[src/rtl/mbist_pkg.sv]
// Shared types for the March C- memory BIST controller: FSM states, op types
// and the per-element op/direction/data table.
package mbist_pkg;

   typedef enum logic [1:0] {ST_IDLE, ST_RUN, ST_DRAIN, ST_DONE} state_e;
   typedef enum logic {OP_READ = 1'b0, OP_WRITE = 1'b1} op_e;

   localparam int unsigned NUM_ELEMS = 6;
   localparam int unsigned ELEM_W    = 3;

   // One march element: direction, op count, and up to two (op, data bit) pairs
   typedef struct packed {
      logic down;
      logic two;
      op_e  op0;
      logic d0;
      op_e  op1;
      logic d1;
   } elem_t;

   // March C-: up(w0) up(r0,w1) up(r1,w0) down(r0,w1) down(r1,w0) up(r0)
   function automatic elem_t march_elem(input logic [ELEM_W-1:0] e);
      elem_t m;
      m = '0;
      case (e)
         3'd0: m = '{1'b0, 1'b0, OP_WRITE, 1'b0, OP_READ,  1'b0};
         3'd1: m = '{1'b0, 1'b1, OP_READ,  1'b0, OP_WRITE, 1'b1};
         3'd2: m = '{1'b0, 1'b1, OP_READ,  1'b1, OP_WRITE, 1'b0};
         3'd3: m = '{1'b1, 1'b1, OP_READ,  1'b0, OP_WRITE, 1'b1};
         3'd4: m = '{1'b1, 1'b1, OP_READ,  1'b1, OP_WRITE, 1'b0};
         3'd5: m = '{1'b0, 1'b0, OP_READ,  1'b0, OP_READ,  1'b0};
         default: m = '0;
      endcase
      return m;
   endfunction

endpackage

[src/rtl/mbist_march_ctrl_if.sv]
// Memory-under-test port bundle: controller is master, memory is slave.
interface mbist_march_ctrl_if #(
   parameter int unsigned DATA_WIDTH = 8,
   parameter int unsigned ADDR_WIDTH = 4
);
   logic                  mem_write_read;
   logic [ADDR_WIDTH-1:0] mem_address;
   logic [DATA_WIDTH-1:0] mem_wdata;
   logic [DATA_WIDTH-1:0] mem_rdata;

   modport master (output mem_write_read, mem_address, mem_wdata, input mem_rdata);
   modport slave  (input mem_write_read, mem_address, mem_wdata, output mem_rdata);
endinterface

[src/rtl/mbist_cmp.sv]
// Read-compare path: 2-stage expected-data pipeline aligned to the memory read
// latency, first-fail capture and saturating error counter.
module mbist_cmp #(
   parameter int unsigned DATA_WIDTH = 8,
   parameter int unsigned ADDR_WIDTH = 4
) (
   input  logic                  clk,
   input  logic                  rst_n,
   input  logic                  clr,
   input  logic                  rd_v,
   input  logic [DATA_WIDTH-1:0] rd_exp,
   input  logic [ADDR_WIDTH-1:0] rd_addr,
   input  logic [2:0]            rd_elem,
   input  logic [DATA_WIDTH-1:0] rdata,
   output logic                  fail,
   output logic [ADDR_WIDTH-1:0] fail_addr,
   output logic [2:0]            fail_elem,
   output logic [DATA_WIDTH-1:0] fail_rdata,
   output logic [7:0]            err_cnt
);
   logic                  v1_q, v2_q;
   logic [DATA_WIDTH-1:0] exp1_q, exp2_q;
   logic [ADDR_WIDTH-1:0] addr1_q, addr2_q;
   logic [2:0]            elem1_q, elem2_q;
   logic                  mismatch_c;

   assign mismatch_c = v2_q && (rdata != exp2_q);

   always_ff @(posedge clk or negedge rst_n) begin
      if (!rst_n) begin
         v1_q    <= 1'b0;
         v2_q    <= 1'b0;
         exp1_q  <= '0;
         exp2_q  <= '0;
         addr1_q <= '0;
         addr2_q <= '0;
         elem1_q <= '0;
         elem2_q <= '0;
      end else begin
         v1_q    <= rd_v;
         v2_q    <= v1_q;
         exp1_q  <= rd_exp;
         exp2_q  <= exp1_q;
         addr1_q <= rd_addr;
         addr2_q <= addr1_q;
         elem1_q <= rd_elem;
         elem2_q <= elem1_q;
      end
   end

   // Only the first mismatch of a run is captured; later ones just count
   always_ff @(posedge clk or negedge rst_n) begin
      if (!rst_n) begin
         fail       <= 1'b0;
         fail_addr  <= '0;
         fail_elem  <= '0;
         fail_rdata <= '0;
         err_cnt    <= '0;
      end else if (clr) begin
         fail       <= 1'b0;
         fail_addr  <= '0;
         fail_elem  <= '0;
         fail_rdata <= '0;
         err_cnt    <= '0;
      end else if (mismatch_c) begin
         if (!fail) begin
            fail_addr  <= addr2_q;
            fail_elem  <= elem2_q;
            fail_rdata <= rdata;
         end
         fail <= 1'b1;
         if (err_cnt != 8'hFF) err_cnt <= err_cnt + 8'd1;
      end
   end

endmodule

[src/rtl/mbist_march_ctrl.sv]
// March C- BIST sequencer: issues one memory op per cycle, tracks the run FSM
// and feeds each read's expected data into the compare pipeline.
module mbist_march_ctrl
   import mbist_pkg::*;
#(
   parameter int unsigned DATA_WIDTH = 8,
   parameter int unsigned ADDR_WIDTH = 4,
   parameter int unsigned CAPACITY   = 15
) (
   input  logic                  clk,
   input  logic                  rst_n,
   input  logic                  start,
   output logic                  busy,
   output logic                  done,
   output logic                  fail,
   output logic [ADDR_WIDTH-1:0] fail_addr,
   output logic [2:0]            fail_elem,
   output logic [DATA_WIDTH-1:0] fail_rdata,
   output logic [7:0]            err_cnt,
   mbist_march_ctrl_if.master    mem
);
   localparam logic [ADDR_WIDTH-1:0] CAP_A     = ADDR_WIDTH'(CAPACITY);
   localparam logic [ELEM_W-1:0]     LAST_ELEM = ELEM_W'(NUM_ELEMS - 1);

   state_e                state_q, state_d;
   logic [ELEM_W-1:0]     elem_q, elem_d;
   logic [ADDR_WIDTH-1:0] addr_q, addr_d;
   logic                  opi_q, opi_d;
   logic [1:0]            drain_q, drain_d;
   logic                  busy_d, done_d, wr_d, rd_v_q, rd_v_d;
   logic [ADDR_WIDTH-1:0] maddr_d;
   logic [DATA_WIDTH-1:0] wdata_d, exp_q, exp_d;
   logic [2:0]            relem_q, relem_d;
   logic                  accept_c, issue_c, new_elem_c;
   logic                  op_last_c, addr_end_c, run_last_c, dbit_c;
   op_e                   op_c;
   elem_t                 cur_m, nxt_m;

   // Sequencer position (elem, addr, opi) names the op issued at the next edge
   always_comb begin
      state_d    = state_q;
      elem_d     = elem_q;
      addr_d     = addr_q;
      opi_d      = opi_q;
      drain_d    = drain_q;
      accept_c   = 1'b0;
      issue_c    = 1'b0;
      new_elem_c = 1'b0;
      wr_d       = 1'b0;
      maddr_d    = '0;
      wdata_d    = '0;
      rd_v_d     = 1'b0;
      exp_d      = '0;
      relem_d    = '0;
      cur_m      = march_elem(elem_q);
      op_c       = opi_q ? cur_m.op1 : cur_m.op0;
      dbit_c     = opi_q ? cur_m.d1 : cur_m.d0;
      op_last_c  = !cur_m.two || opi_q;
      addr_end_c = cur_m.down ? (addr_q == '0) : (addr_q == CAP_A);
      run_last_c = (elem_q == LAST_ELEM) && addr_end_c && op_last_c;

      case (state_q)
         ST_IDLE, ST_DONE: begin
            if (start) begin
               accept_c = 1'b1;
               issue_c  = 1'b1;
               state_d  = ST_RUN;
            end
         end
         ST_RUN: begin
            issue_c = 1'b1;
            drain_d = '0;
            if (run_last_c) state_d = ST_DRAIN;
         end
         ST_DRAIN: begin
            drain_d = drain_q + 2'd1;
            if (drain_q == 2'd2) state_d = ST_DONE;
         end
         default: state_d = ST_IDLE;
      endcase

      if (issue_c) begin
         wr_d    = (op_c == OP_WRITE);
         rd_v_d  = (op_c == OP_READ);
         maddr_d = addr_q;
         exp_d   = {DATA_WIDTH{dbit_c}};
         relem_d = elem_q;
         if (!op_last_c) begin
            opi_d = 1'b1;
         end else begin
            opi_d = 1'b0;
            if (!addr_end_c) begin
               addr_d = cur_m.down ? addr_q - ADDR_WIDTH'(1) : addr_q + ADDR_WIDTH'(1);
            end else begin
               new_elem_c = 1'b1;
               elem_d     = (elem_q == LAST_ELEM) ? '0 : elem_q + ELEM_W'(1);
            end
         end
      end

      // Write data leads the strobe by one cycle, so look one op ahead
      nxt_m = march_elem(elem_d);
      if (new_elem_c) addr_d = nxt_m.down ? CAP_A : '0;
      if (issue_c) wdata_d = {DATA_WIDTH{opi_d ? nxt_m.d1 : nxt_m.d0}};

      busy_d = (state_d == ST_RUN) || (state_d == ST_DRAIN);
      done_d = (state_d == ST_DONE);
   end

   always_ff @(posedge clk or negedge rst_n) begin
      if (!rst_n) begin
         state_q            <= ST_IDLE;
         elem_q             <= '0;
         addr_q             <= '0;
         opi_q              <= 1'b0;
         drain_q            <= '0;
         busy               <= 1'b0;
         done               <= 1'b0;
         mem.mem_write_read <= 1'b0;
         mem.mem_address    <= '0;
         mem.mem_wdata      <= '0;
         rd_v_q             <= 1'b0;
         exp_q              <= '0;
         relem_q            <= '0;
      end else begin
         state_q            <= state_d;
         elem_q             <= elem_d;
         addr_q             <= addr_d;
         opi_q              <= opi_d;
         drain_q            <= drain_d;
         busy               <= busy_d;
         done               <= done_d;
         mem.mem_write_read <= wr_d;
         mem.mem_address    <= maddr_d;
         mem.mem_wdata      <= wdata_d;
         rd_v_q             <= rd_v_d;
         exp_q              <= exp_d;
         relem_q            <= relem_d;
      end
   end

   mbist_cmp #(
      .DATA_WIDTH (DATA_WIDTH),
      .ADDR_WIDTH (ADDR_WIDTH)
   ) u_cmp (
      .clk        (clk),
      .rst_n      (rst_n),
      .clr        (accept_c),
      .rd_v       (rd_v_q),
      .rd_exp     (exp_q),
      .rd_addr    (mem.mem_address),
      .rd_elem    (relem_q),
      .rdata      (mem.mem_rdata),
      .fail       (fail),
      .fail_addr  (fail_addr),
      .fail_elem  (fail_elem),
      .fail_rdata (fail_rdata),
      .err_cnt    (err_cnt)
   );

endmodule

[src/flat_wrapper.sv]
// flat-port wrapper written by rule: the top's interface ports become plain ports
module mbist_march_ctrl_flat import mbist_pkg::*;
#(
   parameter int unsigned DATA_WIDTH = 8,
   parameter int unsigned ADDR_WIDTH = 4,
   parameter int unsigned CAPACITY   = 15
)
  (clk, rst_n, start, busy, done, fail, fail_addr, fail_elem, fail_rdata, err_cnt, mem_mem_write_read, mem_mem_address, mem_mem_wdata, mem_mem_rdata);
  mbist_march_ctrl_if #(.DATA_WIDTH(DATA_WIDTH), .ADDR_WIDTH(ADDR_WIDTH)) mem_i ();
  input  logic clk;
  input  logic rst_n;
  input  logic start;
  output logic busy;
  output logic done;
  output logic fail;
  output logic [ADDR_WIDTH-1:0] fail_addr;
  output logic [2:0] fail_elem;
  output logic [DATA_WIDTH-1:0] fail_rdata;
  output logic [7:0] err_cnt;
  output wire logic [$bits(mem_i.mem_write_read)-1:0] mem_mem_write_read;
  output wire logic [$bits(mem_i.mem_address)-1:0] mem_mem_address;
  output wire logic [$bits(mem_i.mem_wdata)-1:0] mem_mem_wdata;
  input wire logic [$bits(mem_i.mem_rdata)-1:0] mem_mem_rdata;
  assign mem_mem_write_read = mem_i.mem_write_read;
  assign mem_mem_address = mem_i.mem_address;
  assign mem_mem_wdata = mem_i.mem_wdata;
  assign mem_i.mem_rdata = mem_mem_rdata;
  mbist_march_ctrl #(.DATA_WIDTH(DATA_WIDTH), .ADDR_WIDTH(ADDR_WIDTH), .CAPACITY(CAPACITY)) u_core (.clk(clk), .rst_n(rst_n), .start(start), .busy(busy), .done(done), .fail(fail), .fail_addr(fail_addr), .fail_elem(fail_elem), .fail_rdata(fail_rdata), .err_cnt(err_cnt), .mem(mem_i));
endmodule
[config.mk]
export PLATFORM = sky130hd
export DESIGN_NAME = mbist_march_ctrl_flat
export DESIGN_NICKNAME = d
export VERILOG_FILES = /design/src/rtl/mbist_pkg.sv /design/src/rtl/mbist_march_ctrl_if.sv /design/src/rtl/mbist_cmp.sv /design/src/rtl/mbist_march_ctrl.sv /design/src/flat_wrapper.sv
export SDC_FILE = /design/constraint.sdc
export NUM_CORES = 1
export LEC_CHECK = 0
export ABC_CLOCK_PERIOD_IN_PS = 1950
export CAP_MARGIN = 20
export CORE_ASPECT_RATIO = 0.5
export CORE_MARGIN = 3
export CORE_UTILIZATION = 49
export CTS_BUF_LIST = sky130_fd_sc_hd__clkbuf_4
export DETAILED_ROUTE_END_ITERATION = 10
export PLACE_DENSITY = 0.74
export SLEW_MARGIN = 20
export SYNTH_ARGS = -nofsm -noshare
export SYNTH_HDL_FRONTEND = slang
export SYNTH_SLANG_ARGS = --single-unit
export TNS_END_PERCENT = 1
[constraint.sdc]
create_clock -name clk -period 1.95 [get_ports clk]
set_input_delay 0.39 -clock clk [delete_from_list [all_inputs] [get_ports clk]]
set_output_delay 0.39 -clock clk [all_outputs]
set_load 0.01 [all_outputs]
==> results.md, run 1 <==
- WP data required: 2.25 ns
- Failing checks: negative setup slack
- RePlAce Congestion: 0.878
- Post-synth EDFFs: 0
- Setup ws final: -0.0872 ns
- DR pass1 iterations: 4
- Endpoints failing setup: 5
- Max Freq: 491 MHz
- Status: finished, violations left
- Crit Path Max Fanout: 4
- Share of cells above drive strength 1: 20.9%
- Post-route DRC violation count: 0
- CTS tree: built
- CP startpoint: u_core.elem_q[1]
- Most frequent cells in the layout: dfrtp_1, clkdlybuf4s50_1, buf_4
- Syn avg cell area: 11.5 µm²
- Wire length per cell: 14.5 µm
- Num Clock Sinks: 67
- Largest net degree at the start of global routing: 68
- CP max stage delay: 0.45 ns
- Startpoint types: register
- Row Count: 19
- Number of global-route vias before repair: 2,097
- VDD IR max: 0.000629 V
- Synth Area in Compound Gates: 15.9%
- Post-DP HPWL: 4.31 mm
- CTS Buffer Depth: 2
- Hold path depth: 0
- Nets: 354
- CP Depth: 8
- Max Cap Viol: 0
- Port bufs: 49
- Clock Pin Slew Worst Setup and Hold Paths: 0.10 ns
- Final Power: 5620 µW
- Syn-to-layout area delta: 32.9%
- Yosys warnings: 0
- Critical-path top delay cell: dfrtp_1
- Synthesized Nets: 276
- Final cycle utilization of the critical path: 104%
- Multiplexer share of the synthesized area: 1.40%
- Top FF cell, synth: dfrtp_1
- Critical Path Sink Type: register
- Antenna violations before repair: 0
- Clk_lat worst skew: 0.41 ns
- CP bufs+invs: 0
- Largest family of logic cells by synthesized area: compound AO/OA/AOI/OAI gates
- CP Cell Sequence: or3b_4 -> nand2_4 -> ha_4 -> a21o_1 -> a21oi_2 -> xor2_1 -> a21oi_2 -> a2bb2oi_2
- Clk_skew: 0.0173 ns
- DR vias/cell: 5.36
- Cell family with most CP delay: simple AND/OR/NAND/NOR gates
- Layout Cells excl Fill: 412
- Hold Crit Class: register to register
- Main area contributors after synthesis: dfrtp_1, a22o_1, ha_1, nor2_1, xor2_1
- GRT Residual Overflow: 0
- Synth Cell Area: 2940 µm²
- First-pass GRT wire length: 9.85 mm
- 1st-iter DRT viols: 130
- Storage element area: 1680 µm²
- Fin crit period: 2.04 ns
- Hold Fails Final Rpt: 0
- N_diodes: 0
- Max-slew violations: 0
- Mapped Cells: 256
- Top cell type by total area after synthesis: dfrtp_1
- RSZ-0062 raised after global routing: yes
- H-tree levels: 3
- Max_slew headroom: 62.1%
- Least-Margin Pin Slew: 0.566 ns
- Die Y: 60.8 µm
- Cell variety after synth: 52
- Power Dens Cells: 1440 nW/µm²
- Ys async rst share: 100%
- Die outline width: 116 µm
- Total core area: 5630 µm²
- CTS Buf Count: 9
- Drt total wl: 5.96 mm
- Crit Path Category: register to register
- Reg-to-reg critical path startpoint: u_core.elem_q[1]
- R2R cell count: 8
- Leak: 0.00176 µW
- Antenna viol nets, final: 0
- Fill cells: 405
- Synthesis-stage register bit count: 67
- Crit path DAT: 2.33 ns
- Die area: 7020 µm²
- Gr usage total: 18.3%
- I/O pin count: 50
- Post-placement cell count: 393
- Clock Root Buffer: clkbuf_4
- Register area share after synthesis: 57.0%
- Initial Utilization: 52.2%
- Post-Synth Simple-Gate Area: 14.0%
- HP Start: u_core.u_cmp.addr1_q[3]
- Top cell type's share of synthesized area: 57.0%
- Most common cell after layout, fill and taps aside: dfrtp_1
- CP most frequent cell: a21oi_2
- Post-synthesis adder-cell area fraction: 4.09%
- Area taken by multi-input logic gates: 1190 µm²
- Fin Setup TNS: -0.301 ns
- Xor/xnor share of the synthesized area: 2.98%
- Routed via count: 2,208
==> worst reg2reg max path, cell delays in order, from the launching register on <==
cell	delay [ns]
dfrtp_1	0.45
or3b_4	0.44
nand2_4	0.09
ha_4	0.19
a21o_1	0.16
a21oi_2	0.13
xor2_1	0.24
a21oi_2	0.10
a2bb2oi_2	0.13
==> report_power, final <==
group,switching [µW],internal (µW),total [µW]
Sequential,304,1870,2170
Clock,467,503,970
Combinational,1180,1290,2480
==> state kept, by name, indices dropped and copies added, names as in the netlist, 2 cells and up <==
signal and cells:
u_core.drain_q 2, u_core.u_cmp.elem1_q 3, u_core.u_cmp.elem2_q 3, u_core.addr_q 4, u_core.u_cmp.fail_addr 4, u_core.state_q 2, u_core.u_cmp.addr2_q 4, u_core.u_cmp.fail_elem 3
u_core.elem_q 3, u_core.u_cmp.addr1_q 4, u_core.mem.mem_address 4, u_core.u_cmp.err_cnt 8, u_core.u_cmp.fail_rdata 8, u_core.relem_q 3
==> path summary, 6_finish.rpt <==
check | to | slack, ns
min in group asynchronous | u_core.u_cmp.err_cnt[6] | 0.53
worst max register to register | u_core.addr_q[3] | -0.09
worst max-delay path | u_core.addr_q[3] | -0.09
worst min register to register | u_core.u_cmp.addr2_q[3] | 0.36
worst min-delay path | u_core.u_cmp.addr2_q[3] | 0.36
max in group asynchronous | u_core.u_cmp.addr2_q[0] | 1.14
==> cell families (layout without fill, tap and decap cells) <==
kind of cell / count (synthesis) / after routing
AND/OR/NAND/NOR: 79 / 79
flip-flops: 67 / 67
AO/OA/AOI/OAI: 61 / 61
buffers and inverters: 26 / 109
XOR/XNOR: 10 / 10
adder cells (fa/ha/maj): 9 / 9
multiplexers: 4 / 4
==> stage by stage <==
step | setup WS (ns) | area, µm² | hold slack (ns) | util (%)
after floorplan | -0.0436 | 2970 | 0.0944 | -
after global placement | -0.246 | 3690 | 0.333 | 65.5
after detailed placement | -0.350 | 3690 | 0.336 | 65.5
after CTS | -0.0981 | 3870 | 0.358 | 68.6
after global routing | -0.174 | 3910 | 0.365 | 69.4
final | -0.0872 | 3910 | 0.356 | 69.4
==> metal layers <==
| metal | global-route usage, % | vias to the layer above | wire [µm] |
|---|---|---|---|
| met5 | 0 | - | 0 |
| li1 | - | 1063 | - |
| met4 | 4.52 | 0 | 51 |
| met3 | 6.67 | 5 | 295 |
| met2 | 31.4 | 47 | 2950 |
| met1 | 22.7 | 1093 | 2660 |
==> area by class of cell <==
class                           count  share of cell area (%)
Sequential cell                    67                    42.9
Timing Repair Buffer               84                    19.5
Multi-Input combinational cell    163                    30.5
Clock buffer                        9                    1.73
Clock inverter                      7                    2.11
Tap cell                           73                    2.34
Inverter                            9                   0.864
==> Yosys cell counts, types with 2 or more instances <==
library cell  instances
o21ai_1               3
buf_4                 7
buf_2                 3
o21ai_0              12
nor2b_1               2
nand2_1              16
a21oi_1              11
clkbuf_1              5
nand2b_1              2
mux2i_1               3
nand3b_1              3
and2_1                8
and4_1                2
dfrtp_1              67
a2bb2oi_1             2
nor4_1                2
a22o_1               15
nor3_1                3
a31oi_1               2
inv_1                 9
nor2_1               22
nand4_1               5
or3_1                 2
nand3_1               6
ha_1                  8
xnor2_1               2
xor2_1                8
o31ai_1               2
==> repair_timing <==
action	4_1_cts	5_1_grt
endpoints found under the setup margin	21	9
hold buffers	1	0
buffers inserted	0	2
pin swaps	3	10
hold endpoints to repair	67	0
resized for setup	5	8
Power figures use the tool's default switching activity.
==> inputs of run 2 (changes only) <==
--- a/config.mk
+++ b/config.mk
@@ -8,7 +8,7 @@
 export ABC_CLOCK_PERIOD_IN_PS = 1950
 export CAP_MARGIN = 20
 export CORE_ASPECT_RATIO = 0.5
-export CORE_MARGIN = 3
+export CORE_MARGIN = 5
 export CORE_UTILIZATION = 49
 export CTS_BUF_LIST = sky130_fd_sc_hd__clkbuf_4
 export DETAILED_ROUTE_END_ITERATION = 10
==> results.md, run 2 (synthesis gave the netlist of run 1 again) <==
- Status: finished, violations left
- Failing checks: negative setup slack
- Antenna violations before repair: 0 (unchanged)
- CP max stage delay: 0.48 ns (+0.03 ns)
- Switch Pwr: 1950 µW (about the same)
- HP Start: u_core.u_cmp.addr1_q[0]
- Reg2Reg Capture Point: u_core.addr_q[3]
- Clock Pin Slew Worst Setup and Hold Paths: 0.10 ns (about the same)
- Fin area: 3920 µm² (+0.22%)
- Post-DP HPWL: 4.41 mm (+2.2%)
- CTS Buffer Depth: 2 (unchanged)
- Number of global-route vias before repair: 2,234 (+6.5%)
- Startpoint types: register
- Die area: 7740 µm² (+10%)
- Critical-path top delay cell: dfrtp_2
- Endpoints failing setup: 3 (-2)
- Placed Area: 3710 µm² (+0.41%)
- 1st-iter DRT viols: 148 (+14%)
- Nets: 356 (+0.56%)
- DR vias/cell: 5.40 (+0.73%)
- RSZ-0062 raised after global routing: yes
- Dpl ws: -0.375 ns (-0.0253 ns)
- Hold Crit Class: register to register
- VDD IR max: 0.000570 V (-9.4%)
- Routed via count: 2,235 (+1.2%)
- Initial Utilization: 52.0% (-0.22 points)
- CP bufs+invs: 0 (unchanged)
- Clock Root Buffer: clkbuf_4
- Final cycle utilization of the critical path: 105% (+0.44 points)
- First-pass GRT wire length: 10.1 mm (+2.9%)
- Power Dens Cells: 1420 nW/µm² (-1.2%)
- Die Y: 64.8 µm (+6.6%)
- CTS Buf Count: 9 (unchanged)
- Gr usage total: 16.4% (-2.0 points)
- GRT Residual Overflow: 0 (unchanged)
- CP Cell Sequence: or3b_4 -> nand2_4 -> ha_4 -> a21o_1 -> a21oi_2 -> xor2_1 -> a21oi_1 -> a2bb2oi_1
- CP startpoint: u_core.elem_q[0]
- Critical Path Sink Type: register
- Crit Path Max Fanout: 7 (+3)
- RePlAce Congestion: 0.881 (+0.42%)
- Layout Utilization: 69.2% (-0.14 points)
- Fill cells: 421 (+4.0%)
- I/O pin count: 50 (unchanged)
- Seq pwr share: 39.4% (+0.7 points)
- CTS tree: built
- Max Freq: 489 MHz (-0.42%)
- Row Count: 19 (unchanged)
- Hold path depth: 0 (unchanged)
- Most common cell after layout, fill and taps aside: dfrtp_1
- Hold Path Sink: u_core.u_cmp.addr2_q[0]
- Num Clock Sinks: 67 (unchanged)
- Area taken by multi-input logic gates: 1200 µm² (+0.32%)
- Setup ws final: -0.0958 ns (-0.00861 ns)
- Total core area: 5660 µm² (+0.42%)
- Clk_lat worst skew: 0.39 ns (-0.02 ns)
- Cell family with most CP delay: simple AND/OR/NAND/NOR gates
- Storage element area: 1680 µm² (+0.22%)
- WP data required: 2.23 ns (-0.02 ns)
- Post-placement cell count: 395 (+0.51%)
- Gate power share: 45.1% (+1.0 points)
- N_diodes: 0 (unchanged)
- R2R cell count: 8 (unchanged)
- Largest net degree at the start of global routing: 68 (unchanged)
- Port bufs: 49 (unchanged)
- Most frequent cells in the layout: dfrtp_1, clkdlybuf4s50_1, buf_4
- Top flop regs: u_core.u_cmp.err_cnt x8, u_core.u_cmp.fail_rdata x8
- Hold Fails Final Rpt: 0 (unchanged)
- Cell-internal power: 3610 µW (-1.4%)
- Wire length per cell: 14.5 µm (about the same)
- Share of cells above drive strength 1: 22.9% (+1.9 points)
- Max Cap Viol: 0 (unchanged)
- Leak: 0.00177 µW (+0.49%)
- Reg-to-reg critical path startpoint: u_core.elem_q[0]
- Drt total wl: 5.99 mm (+0.50%)
- DR pass1 iterations: 4 (unchanged)
- Switching Fraction: 35.1% (+0.31 points)
- Post-route DRC violation count: 0 (unchanged)
- Crit path DAT: 2.32 ns (about the same)
- Fin crit period: 2.05 ns (+0.00861 ns)
- Max_slew headroom: 61.4% (-0.71 points)
- Antenna viol nets, final: 0 (unchanged)
- Max-slew violations: 0 (unchanged)
- Final hold slack: 0.357 ns (+0.00112 ns)
- Clock network fraction of total power: 15.5% (-1.8 points)
- Syn-to-layout area delta: 33.2%
- Least-Margin Pin Slew: 0.577 ns (+0.0106 ns)
- Clk_skew: 0.0128 ns (-0.00449 ns)
- Layout Cells excl Fill: 414 (+0.49%)
- Flop-to-flop setup slack: -0.1 ns (about the same)
- Crit Path Category: register to register
- Die outline width: 120 µm (+3.5%)
- H-tree levels: 3 (unchanged)
## run 2: changes by cell type in the layout (fill, tap and decap cells not counted), sizes merged
cell and change:
buf +2, bufinv -1, clkinv +1
## run 2: routing by layer
metal | GRT usage [%] | vias up | share of wire, %
met5 | 0 | - | 0
met4 | 4.14 | 0 | 0.77
met3 | 5.73 | 6 | 5.5
met2 | 29.2 | 61 | 51
met1 | 19.3 | 1102 | 43
li1 | - | 1066 | -
## run 2: per-stage QoR
stage | total power, µW | setup TNS, ns
floorplan | 3490 | -0.0765
global placement | 4500 | -5.03
detailed placement | 4600 | -6.74
CTS | 5500 | -0.176
global route | 5960 | -0.730
finish | 5570 | -0.168
## run 2: final cells by class
type                    instances  area share, %
well taps                      73           2.33
clock buffers                   9           1.72
clock inverters                 7           1.76
multi-input cells             163           30.6
repair buffers                 86           19.9
inverters                       9          0.862
flip-flops and latches         67           42.9
## run 2: worst max-delay path by stage
stage | to | slack (ns) | cells past startpoint
after global routing | u_core.addr_q[3] | -0.23 | 8
after detailed placement | u_core.u_cmp.fail_elem[0] | -0.37 | 6
after floorplan | u_core.addr_q[3] | -0.04 | 9
final | u_core.addr_q[3] | -0.1 | 8
after CTS | u_core.addr_q[3] | -0.09 | 8
after global placement | u_core.u_cmp.fail_rdata[7] | -0.26 | 6
## run 2: timing repair
action	4_1_cts	5_1_grt
setup endpoints to repair	23	21
endpoints found under the hold margin	60	0
hold buffers	1	0
setup buffers	0	2
pin swaps	1	3
gates resized for setup	6	10
## run 2: power by group through the flow
stage	clock network [µW]	logic (µW)	registers (µW)
6_report	865	2510	2190
5_1_grt	959	2730	2270
4_1_cts	885	2420	2200
3_5_place_dp	0	2390	2220
3_3_place_gp	0	2310	2190
2_1_floorplan	0	1250	2240
==> inputs of run 3 (changes only) <==
--- a/config.mk
+++ b/config.mk
@@ -5,6 +5,7 @@
 export SDC_FILE = /design/constraint.sdc
 export NUM_CORES = 1
 export LEC_CHECK = 0
+export ABC_AREA = 1
 export ABC_CLOCK_PERIOD_IN_PS = 1950
 export CAP_MARGIN = 20
 export CORE_ASPECT_RATIO = 0.5
@@ -12,7 +13,8 @@
 export CORE_UTILIZATION = 49
 export CTS_BUF_LIST = sky130_fd_sc_hd__clkbuf_4
 export DETAILED_ROUTE_END_ITERATION = 10
-export PLACE_DENSITY = 0.74
+export PLACE_DENSITY = 0.73
+export SKIP_CTS_REPAIR_TIMING = 1
 export SLEW_MARGIN = 20
 export SYNTH_ARGS = -nofsm -noshare
 export SYNTH_HDL_FRONTEND = slang
==> results.md, run 3 <==
- Endpoints failing setup: 0 (-3)
- Gr usage total: 17.4% (+1.0 points)
- Max_slew headroom: 69.0% (+7.6 points)
- I/O pin count: 50 (unchanged)
- Wire length per cell: 13.7 µm (-5.5%)
- Clk_lat worst skew: 0.39 ns (about the same)
- Synth top cells by count: dfrtp_1, nand2_1, nand3_1, nor2_1, inv_1
- Max Cap Viol: 0 (unchanged)
- DR pass1 iterations: 4 (unchanged)
- Post-synth EDFFs: 0 (unchanged)
- Layout Utilization: 65.2% (-4.1 points)
- Nets: 400 (+12%)
- Register area share after synthesis: 56.3% (-0.77 points)
- Main area contributors after synthesis: dfrtp_1, nand2_1, nand3_1, ha_1, nor2_1
- Initial Utilization: 49.8% (-2.1 points)
- Die area: 7840 µm² (+1.2%)
- Row Count: 20 (+1)
- Total core area: 5980 µm² (+5.7%)
- First-pass GRT wire length: 10.7 mm (+5.6%)
- Hold Fails Final Rpt: 0 (unchanged)
- Cell variety after synth: 36 (-31%)
- Synthesis-stage register bit count: 67 (unchanged)
- Crit path DAT: 2.20 ns (-0.12 ns)
- Final cycle utilization of the critical path: 98.5% (-6.4 points)
- Storage element area: 1680 µm² (+0.15%)
- Max Freq: 520 MHz (+6.5%)
- Mapped Cells: 306 (+20%)
- Clk_skew: 0.0191 ns (+0.00634 ns)
- Die outline width: 120 µm (+0.62%)
- Post-DP HPWL: 4.45 mm (+1.0%)
- Share of cells above drive strength 1: 20.5% (-2.4 points)
- Crit Path Max Fanout: 7 (unchanged)
- Most common cell in the netlist: dfrtp_1
- Syn-to-layout area delta: 30.8%
- Leak: 0.00194 µW (+9.6%)
- Die Y: 65.1 µm (+0.57%)
- Setup ws final: 0.0287 ns (+0.124 ns)
- Post-route DRC violation count: 0 (unchanged)
- Antenna violations before repair: 0 (unchanged)
- Synthesized Nets: 326 (+18%)
- Routed via count: 2,271 (+1.6%)
- Yosys warnings: 0 (unchanged)
- Synth Cell Area: 2980 µm² (+1.4%)
- Top cell type by total area after synthesis: dfrtp_1
- Power Dens Cells: 1720 nW/µm² (+21%)
- Most common cell after layout, fill and taps aside: nand2_1
- CTS Buffer Depth: 2 (unchanged)
- 1st-iter DRT viols: 197 (+33%)
- HP Start: u_core.u_cmp.addr1_q[3]
- Port bufs: 49 (unchanged)
- Top cell type's share of synthesized area: 56.3% (-0.77 points)
- Reg-to-reg critical path startpoint: u_core.elem_q[0]
- Area taken by multi-input logic gates: 1140 µm² (-4.6%)
- Ys async rst share: 100% (unchanged)
- GRT Residual Overflow: 0 (unchanged)
- Startpoint types: register
- CTS Buf Count: 9 (unchanged)
- RePlAce Congestion: 0.863 (-2.1%)
- RSZ-0062 raised after global routing: yes
- VDD IR max: 0.000696 V (+22%)
- Critical Path Sink Type: register
- Syn avg cell area: 9.74 µm² (-15%)
- Top flop regs: u_core.u_cmp.err_cnt x8, u_core.u_cmp.fail_rdata x8
- Dpl ws: -0.0960 ns (+0.279 ns)
- Fin crit period: 1.92 ns (-0.124 ns)
- Clock Root Buffer: clkbuf_4
- DR vias/cell: 4.92 (-8.9%)
- Least-Margin Pin Slew: 0.457 ns (-0.120 ns)
- N_diodes: 0 (unchanged)
- CTS tree: built
- WP data required: 2.23 ns (about the same)
- Num Clock Sinks: 67 (unchanged)
- Crit Path Category: register to register
- Number of global-route vias before repair: 2,345 (+5.0%)
- Most frequent cells in the layout: nand2_1, dfrtp_1, clkdlybuf4s50_1
- Max-slew violations: 0 (unchanged)
- H-tree levels: 3 (unchanged)
- CP startpoint: u_core.elem_q[0]
- Largest net degree at the start of global routing: 49 (-28%)
- Fill cells: 479 (+14%)
- Drt total wl: 6.32 mm (+5.5%)
- Hold Crit Class: register to register
- Top FF cell, synth: dfrtp_1
- Status: completed
- Clock Pin Slew Worst Setup and Hold Paths: 0.11 ns (about the same)
- Antenna viol nets, final: 0 (unchanged)
[run 3: path summary, 6_finish.rpt]
check | endpoint | slack [ns] | cells past startpoint
max | u_core.busy | 0.03 | 9
min | u_core.u_cmp.addr2_q[3] | 0.34 | 0
max reg2reg | u_core.busy | 0.03 | 9
min reg2reg | u_core.u_cmp.addr2_q[3] | 0.34 | 0
max in group asynchronous | u_core.elem_q[0] | 1.20 | 3
min in group asynchronous | u_core.state_q[1] | 0.51 | 3
[run 3: kinds of logic after synthesis]
group                    count (synthesis)  share of synthesized area [%]
adder cells (fa/ha/maj)                  9                           4.03
AO/OA/AOI/OAI                           27                           6.09
buffers and inverters                   41                           6.59
AND/OR/NAND/NOR                        152                           24.1
XOR/XNOR                                10                           2.94
flip-flops                              67                           56.3
[run 3: where the power goes]
group | total (µW) | switching, µW | internal [µW]
sequential | 2310 | 360 | 1960
clock | 1040 | 440 | 595
combinational | 3370 | 1780 | 1590
total | 6720 | 2580 | 4140
[run 3: stage by stage]
step	area, µm²	hold WS [ns]	std cells	TNS, ns	power (µW)
after floorplan	2980	0.0944	306	0	4190
after detailed placement	3670	0.335	443	-0.968	5530
after global routing	3900	0.364	462	-0.141	7220
after global placement	3670	0.333	443	-0.417	5390
after CTS	3830	-0.0278	459	-0.0733	6600
final	3900	0.344	462	0	6720
[run 3: metal layers]
metal	share of wire [%]	global-route usage (%)	routed length, µm	vias to the layer above
met4	1.3	6.21	85	0
met5	0	0	0	-
met1	45	21.1	2850	1093
met2	50	30.6	3150	38
li1	-	-	-	1133
met3	3.7	4.56	233	7
[run 3: critical path, stage by stage (launching register included)]
cell and delay [ns]:
dfrtp_2 0.47, o21ai_4 0.18, buf_4 0.15, nand3_1 0.14
nand2_4 0.15, nand2_1 0.11, nand2_1 0.09, nand3_1 0.08
o311ai_1 0.14, ha_1 0.31
[run 3: layout make-up]
cell class / count / share of cell area (%)
well taps: 77 / 2.47
inverters: 29 / 2.98
multi-input cells: 198 / 29.3
flip-flops and latches: 67 / 43.2
repair buffers: 75 / 17.8
clock inverters: 2 / 1.54
clock buffers: 14 / 2.70
